### src/rtl/button_led_pio_pkg.sv
// -----------------------------------------------------------------------------
// button_led_pio_pkg
// Shared definitions for the button/LED PIO slave:
//   - word addresses of the slave registers
//   - debouncer state encoding
// -----------------------------------------------------------------------------
package button_led_pio_pkg;

  localparam logic [2:0] ADDR_DATA     = 3'd0;
  localparam logic [2:0] ADDR_LED      = 3'd1;
  localparam logic [2:0] ADDR_IRQ_MASK = 3'd2;
  localparam logic [2:0] ADDR_EDGE     = 3'd3;
  localparam logic [2:0] ADDR_DUTY     = 3'd4;

  typedef enum logic {
    STABLE   = 1'b0,
    SETTLING = 1'b1
  } db_state_e;

endpackage

### src/rtl/pio_debounce.sv
// -----------------------------------------------------------------------------
// pio_debounce
// One button channel: inversion of the active-low pin, 2-flop synchroniser,
// counting debouncer and a one-cycle rise pulse on each accepted press.
//
// Ports:
//   clk     in   clock
//   rst     in   asynchronous active-high reset
//   button  in   raw active-low pin (asynchronous)
//   level   out  debounced level, 1 = pressed
//   rise    out  high in the cycle before level goes 0->1
// -----------------------------------------------------------------------------
module pio_debounce #(
  parameter int DEBOUNCE_CYCLES = 50000
) (
  input  logic clk,
  input  logic rst,
  input  logic button,
  output logic level,
  output logic rise
);
  import button_led_pio_pkg::*;

  localparam int                CNT_W    = $clog2(DEBOUNCE_CYCLES);
  localparam logic [CNT_W-1:0]  CNT_LAST = CNT_W'(DEBOUNCE_CYCLES - 1);

  logic             sync_p0;
  logic             sync_p1;
  db_state_e        state;
  db_state_e        state_nxt;
  logic [CNT_W-1:0] cnt;
  logic [CNT_W-1:0] cnt_nxt;
  logic             level_q;
  logic             level_nxt;

  // Stage p0/p1: synchroniser on the inverted pin
  always_ff @(posedge clk or posedge rst) begin
    if (rst) begin
      sync_p0 <= 1'b0;
      sync_p1 <= 1'b0;
    end else begin
      sync_p0 <= ~button;
      sync_p1 <= sync_p0;
    end
  end

  // Debouncer state register
  always_ff @(posedge clk or posedge rst) begin
    if (rst) begin
      state   <= STABLE;
      cnt     <= '0;
      level_q <= 1'b0;
    end else begin
      state   <= state_nxt;
      cnt     <= cnt_nxt;
      level_q <= level_nxt;
    end
  end

  always_comb begin
    state_nxt = state;
    cnt_nxt   = cnt;
    level_nxt = level_q;
    rise      = 1'b0;
    case (state)
      STABLE: begin
        cnt_nxt = '0;
        if (sync_p1 != level_q) state_nxt = SETTLING;
      end
      SETTLING: begin
        if (sync_p1 == level_q) begin
          cnt_nxt   = '0;
          state_nxt = STABLE;
        end else if (cnt == CNT_LAST) begin
          // Sample held long enough: accept the new level
          level_nxt = ~level_q;
          cnt_nxt   = '0;
          state_nxt = STABLE;
          rise      = ~level_q;
        end else begin
          cnt_nxt = cnt + CNT_W'(1);
        end
      end
      default: begin
        cnt_nxt   = '0;
        state_nxt = STABLE;
      end
    endcase
  end

  assign level = level_q;

endmodule

### src/rtl/button_led_pio.sv
// -----------------------------------------------------------------------------
// button_led_pio
// N_CH debounced push-buttons with press capture and maskable interrupt, plus
// N_CH LED outputs, behind a small memory-mapped slave port.
// Optional global PWM dimming of the LEDs is built when LED_PWM_EN is defined;
// otherwise the LEDs follow the LED register directly and DUTY reads 0.
//
// Ports:
//   osc_clk     in   single clock
//   reset       in   asynchronous active-high reset
//   button      in   raw active-low buttons [N_CH]
//   led         out  active-high LED drive [N_CH]
//   address     in   word address [3]
//   chipselect  in   slave select
//   write       in   write strobe
//   writedata   in   write data [32]
//   read        in   read strobe
//   readdata    out  registered read data [32]
//   irq         out  registered level interrupt
// -----------------------------------------------------------------------------
module button_led_pio #(
  parameter int N_CH            = 4,
  parameter int DEBOUNCE_CYCLES = 50000,
  parameter int PWM_BITS        = 8
) (
  input  logic            osc_clk,
  input  logic            reset,
  input  logic [N_CH-1:0] button,
  output logic [N_CH-1:0] led,
  input  logic [2:0]      address,
  input  logic            chipselect,
  input  logic            write,
  input  logic [31:0]     writedata,
  input  logic            read,
  output logic [31:0]     readdata,
  output logic            irq
);
  import button_led_pio_pkg::*;

  logic [N_CH-1:0]     level;
  logic [N_CH-1:0]     rise;
  logic [N_CH-1:0]     led_reg;
  logic [N_CH-1:0]     mask_reg;
  logic [N_CH-1:0]     edge_reg;
  logic [N_CH-1:0]     edge_clr;
  logic [PWM_BITS-1:0] duty_rd;
  logic [31:0]         rd_data;
  logic                wr_en;
  logic                rd_en;
  logic                unused_wdata;

  assign wr_en        = chipselect & write;
  assign rd_en        = chipselect & read;
  assign unused_wdata = ^writedata;

  // Input path: one debouncer per channel
  for (genvar i = 0; i < N_CH; i++) begin : g_ch
    pio_debounce #(
      .DEBOUNCE_CYCLES(DEBOUNCE_CYCLES)
    ) u_db (
      .clk   (osc_clk),
      .rst   (reset),
      .button(button[i]),
      .level (level[i]),
      .rise  (rise[i])
    );
  end

  assign edge_clr = (wr_en && address == ADDR_EDGE) ? writedata[N_CH-1:0] : '0;

  // Register file, edge capture and interrupt
  always_ff @(posedge osc_clk or posedge reset) begin
    if (reset) begin
      led_reg  <= '0;
      mask_reg <= '0;
      edge_reg <= '0;
      irq      <= 1'b0;
    end else begin
      if (wr_en && address == ADDR_LED)      led_reg  <= writedata[N_CH-1:0];
      if (wr_en && address == ADDR_IRQ_MASK) mask_reg <= writedata[N_CH-1:0];
      // A new press wins over a simultaneous clear of the same bit
      edge_reg <= (edge_reg & ~edge_clr) | rise;
      irq      <= |(edge_reg & mask_reg);
    end
  end

`ifdef LED_PWM_EN
  logic [PWM_BITS-1:0] duty_reg;
  logic [PWM_BITS-1:0] pwm_cnt;

  always_ff @(posedge osc_clk or posedge reset) begin
    if (reset) begin
      duty_reg <= '1;
      pwm_cnt  <= '0;
    end else begin
      pwm_cnt <= pwm_cnt + PWM_BITS'(1);
      if (wr_en && address == ADDR_DUTY) duty_reg <= writedata[PWM_BITS-1:0];
    end
  end

  assign duty_rd = duty_reg;
  assign led     = led_reg & {N_CH{pwm_cnt < duty_reg}};
`else
  assign duty_rd = '0;
  assign led     = led_reg;
`endif

  // Read mux; sampled before any same-cycle write lands
  always_comb begin
    rd_data = '0;
    case (address)
      ADDR_DATA:     rd_data[N_CH-1:0]     = level;
      ADDR_LED:      rd_data[N_CH-1:0]     = led_reg;
      ADDR_IRQ_MASK: rd_data[N_CH-1:0]     = mask_reg;
      ADDR_EDGE:     rd_data[N_CH-1:0]     = edge_reg;
      ADDR_DUTY:     rd_data[PWM_BITS-1:0] = duty_rd;
      default:       rd_data               = '0;
    endcase
  end

  always_ff @(posedge osc_clk or posedge reset) begin
    if (reset) begin
      readdata <= '0;
    end else if (rd_en) begin
      readdata <= rd_data;
    end
  end

endmodule

### config.mk
export PLATFORM = sky130hd
export DESIGN_NAME = button_led_pio
export DESIGN_NICKNAME = d
export VERILOG_FILES = /design/src/rtl/button_led_pio_pkg.sv /design/src/rtl/pio_debounce.sv /design/src/rtl/button_led_pio.sv
export SDC_FILE = /design/constraint.sdc
export NUM_CORES = 1
export LEC_CHECK = 0
export CORE_MARGIN = 2
export CORE_UTILIZATION = 30
export CTS_BUF_LIST = sky130_fd_sc_hd__clkbuf_8
export DETAILED_ROUTE_END_ITERATION = 16
export PLACE_DENSITY = 0.52
export SLEW_MARGIN = 10
export SYNTH_ARGS = -nofsm -noshare
export SYNTH_HDL_FRONTEND = slang
export SYNTH_SLANG_ARGS = --single-unit
### constraint.sdc
create_clock -name osc_clk -period 7 [get_ports osc_clk]
set_input_delay 0.7 -clock osc_clk [delete_from_list [all_inputs] [get_ports osc_clk]]
set_output_delay 0.7 -clock osc_clk [all_outputs]
set_load 0.01 [all_outputs]
==> results.ini <==
[finish]
final_cells = 697
top_register = g_ch.u_db.cnt
finish.utilization = 0.345
largest_register_ffs = 64
fillers = 1562
nets = 529
drive_gt1_frac = 0.0969
syn_to_final_growth_pct = 11.5

[die]
core_sq_um = 15300
die_area_sq_um = 16800
ioPinCount = 81
dieWidth_microns = 130
initial_utilization = 0.310
rows = 45
die_y_microns = 130

[worst_setup_path]
cp.required_ps = 7230
setup.worst_path.end_class = flip-flop
crit_chain = or4b_1 -> nor4_2 -> or2_1 -> nor2_1
regToRegEndpoint = g_ch[2].u_db.cnt[6]$_DFF_PP0_
r2r_setup_slack_ps = 4790
cp_top_family = simple AND/OR/NAND/NOR gates
reg2regPathDepth = 4
reg2reg_from = g_ch[2].u_db.cnt[11]$_DFF_PP0_
worstPathMaxFanout = 15
crit_slowest_cell = or2_1
cpPeakStageDelay_ps = 620
crit_type = flip-flop to flip-flop
critical_path_arrival_ps = 2440
crit_buf_inv = 0
worstSetupStartpointType = flip-flop

[power]
power_mw = 1.11
p_per_area_nw_per_um2 = 210
ir_drop_mv = 0.0813
power.leakage_nw = 2.08

[clock_network]
htree_levels = 3
cts_buffers = 9
cts_resized = 0
clk_latency_ps = 370
cts_tree = done
postCtsHoldBufs = 0
cts_sinks = 97
postCtsSetupBuffers = 0
clock_path_buffers = 2
clockRootBuffer = clkbuf_8
cts.reportedPaths.clkPinSlew_ps = 90

[route]
drt_first_pass_iters = 4
routed_wl_microns = 8510
vias = 3062
first_iter_violations = 184
drc = 0
ant_nets = 0
avgRoutedWirePerCell_microns = 12.2
avgViaCountPerCell = 4.39

[global_route]
grt_usage = 0.110
antenna_found_initial = 0
grt_overflow = 0
grt_max_degree = 85
grt_pass1_wl_microns = 14700
grt_pass1_vias = 2953

[min_path]
whs_endpoint = g_ch[1].u_db.sync_p1$_DFF_PP0_
holdPathStages = 0
holdCritPathClass = flip-flop to flip-flop
min_from = g_ch[1].u_db.sync_p0$_DFF_PP0_

[timing]
setup_tns_ps = 0
post-route-min-period_ps = 2210
skew_ps = 11.7
drv_slew = 0
worst_pin_slew_ps = 1070
setup_viol = 0
report.final.hold_viol_count = 0
timing.final.ws_setup_ps = 4790
rsz0062_at_grt = no
clock.fmax_mhz = 452
relSlewSlack = 0.290
fin_crit_sh = 0.316

[synth]
synth-edff-count = 0
synthArstFlopShare = 1.00
syn_inst = 455
ys_seq_elements = 97
synth_warnings = 0
yosys.cell_types.count = 37
synthFlopType = dfrtp_1
synth_area_per_cell_sq_um = 10.4
syn-cell-area_sq_um = 4740
ys_seq_area_frac = 0.512

[placement]
placed_cells = 681
dpl.hpwl_microns = 5960
place.port_buffers = 24
gp_congestion = 0.772
pre_cts_ws_ps = 4620

[outcome]
status = finished, final reports clean

[run]
drv_cap = 0

==> how the worst max path moves through the flow <==
stage                                   start                       endpoint  slack, ps  depth (start not counted)
3_3_place_gp                            reset  g_ch[1].u_db.cnt[8]$_DFF_PP0_       4640                          3
6_report       g_ch[2].u_db.cnt[11]$_DFF_PP0_  g_ch[2].u_db.cnt[6]$_DFF_PP0_       4790                          4
5_1_grt        g_ch[2].u_db.cnt[11]$_DFF_PP0_  g_ch[2].u_db.cnt[5]$_DFF_PP0_       4650                          4
2_1_floorplan                           reset          edge_reg[0]$_DFF_PP0_       3770                          1
3_5_place_dp                            reset  g_ch[1].u_db.cnt[8]$_DFF_PP0_       4620                          3
4_1_cts        g_ch[2].u_db.cnt[12]$_DFF_PP0_  g_ch[2].u_db.cnt[6]$_DFF_PP0_       4770                          4
==> per-stage QoR <==
stage	hold slack (ps)	instance area (sq um)
finish	354	5290
detailed placement	336	5060
CTS	358	5280
floorplan	331	4840
global route	364	5280
global placement	340	5060
==> cells by family after synthesis <==
| logic type | Yosys count | synth area share |
|---|---|---|
| compound gates | 17 | 0.0235 |
| xor+xnor | 59 | 0.109 |
| fa+ha+maj | 4 | 0.0106 |
| buf+inv | 63 | 0.0821 |
| flops | 97 | 0.512 |
| mux | 16 | 0.0499 |
| other cells | 1 | 0.000791 |
| simple gates | 198 | 0.212 |
==> where the power goes <==
part           leakage [nW]  total [mW]  switching [mW]  internal (mW)
registers              1.30       0.608          0.0219          0.587
logic                 0.666       0.102          0.0515         0.0510
clock network         0.114       0.400           0.191          0.209
==> area by class of cell <==
class	instances	area, sq um	area share
inverters	26	100	0.0189
diodes	1	2.50	0.000473
well taps	211	264	0.0499
flip-flops and latches	97	2430	0.459
multi-input cells	322	2030	0.383
clock buffers	10	138	0.0260
repair buffers	25	248	0.0469
clock inverters	5	81.3	0.0154
==> routing by layer <==
| metal | track usage | wire length, microns |
|---|---|---|
| met1 | 0.152 | 4190 |
| met3 | 0.0394 | 378 |
| met5 | 0 | 0 |
| met4 | 0.0266 | 77 |
| met2 | 0.165 | 3860 |
==> cells in the mapped netlist, types with 5 or more instances <==
| master | count | share of area |
|---|---|---|
| dfrtp_1 | 97 | 0.51 |
| nor2_1 | 73 | 0.058 |
| xnor2_1 | 50 | 0.092 |
| buf_4 | 30 | 0.048 |
| inv_1 | 26 | 0.021 |
| nand2_1 | 24 | 0.019 |
| nand3_1 | 21 | 0.022 |
| nor3_1 | 15 | 0.016 |
| nor4_1 | 15 | 0.020 |
| nand4_1 | 14 | 0.018 |
| nor2_2 | 10 | 0.013 |
| mux2_2 | 9 | 0.021 |
| xor2_1 | 9 | 0.017 |
| o21ai_0 | 8 | 0.0084 |
| nand2b_1 | 5 | 0.0066 |
| or4b_1 | 5 | 0.011 |
==> cell usage in the layout (no fill, tap or decap), types with 2 or more instances in the layout <==
master           synthesis  routed
a22o_1                   4       4
mux2_4                   3       3
mux2_2                   9       9
clkbuf_8                 0      10
nand3_1                 21      21
nor4_2                   3       3
xor2_1                   9       9
nor3_1                  15      15
nand2_1                 24      24
conb_1                   1      28
bufinv_16                0       2
nor2_2                  10      10
xnor2_1                 50      50
nand2b_1                 5       5
ha_1                     4       4
nand4_1                 14      14
o21ai_0                  8       8
or4b_1                   5       5
a22oi_1                  2       2
dfrtp_1                 97      97
nor2_1                  73      73
nand4b_1                 3       3
clkinv_4                 0       2
inv_1                   26      26
mux4_2                   4       4
and2_1                   3       3
clkdlybuf4s50_1          0      24
nor4_1                  15      15
or2_1                    3       3
No activity file was read; power rests on OpenSTA's default activity.
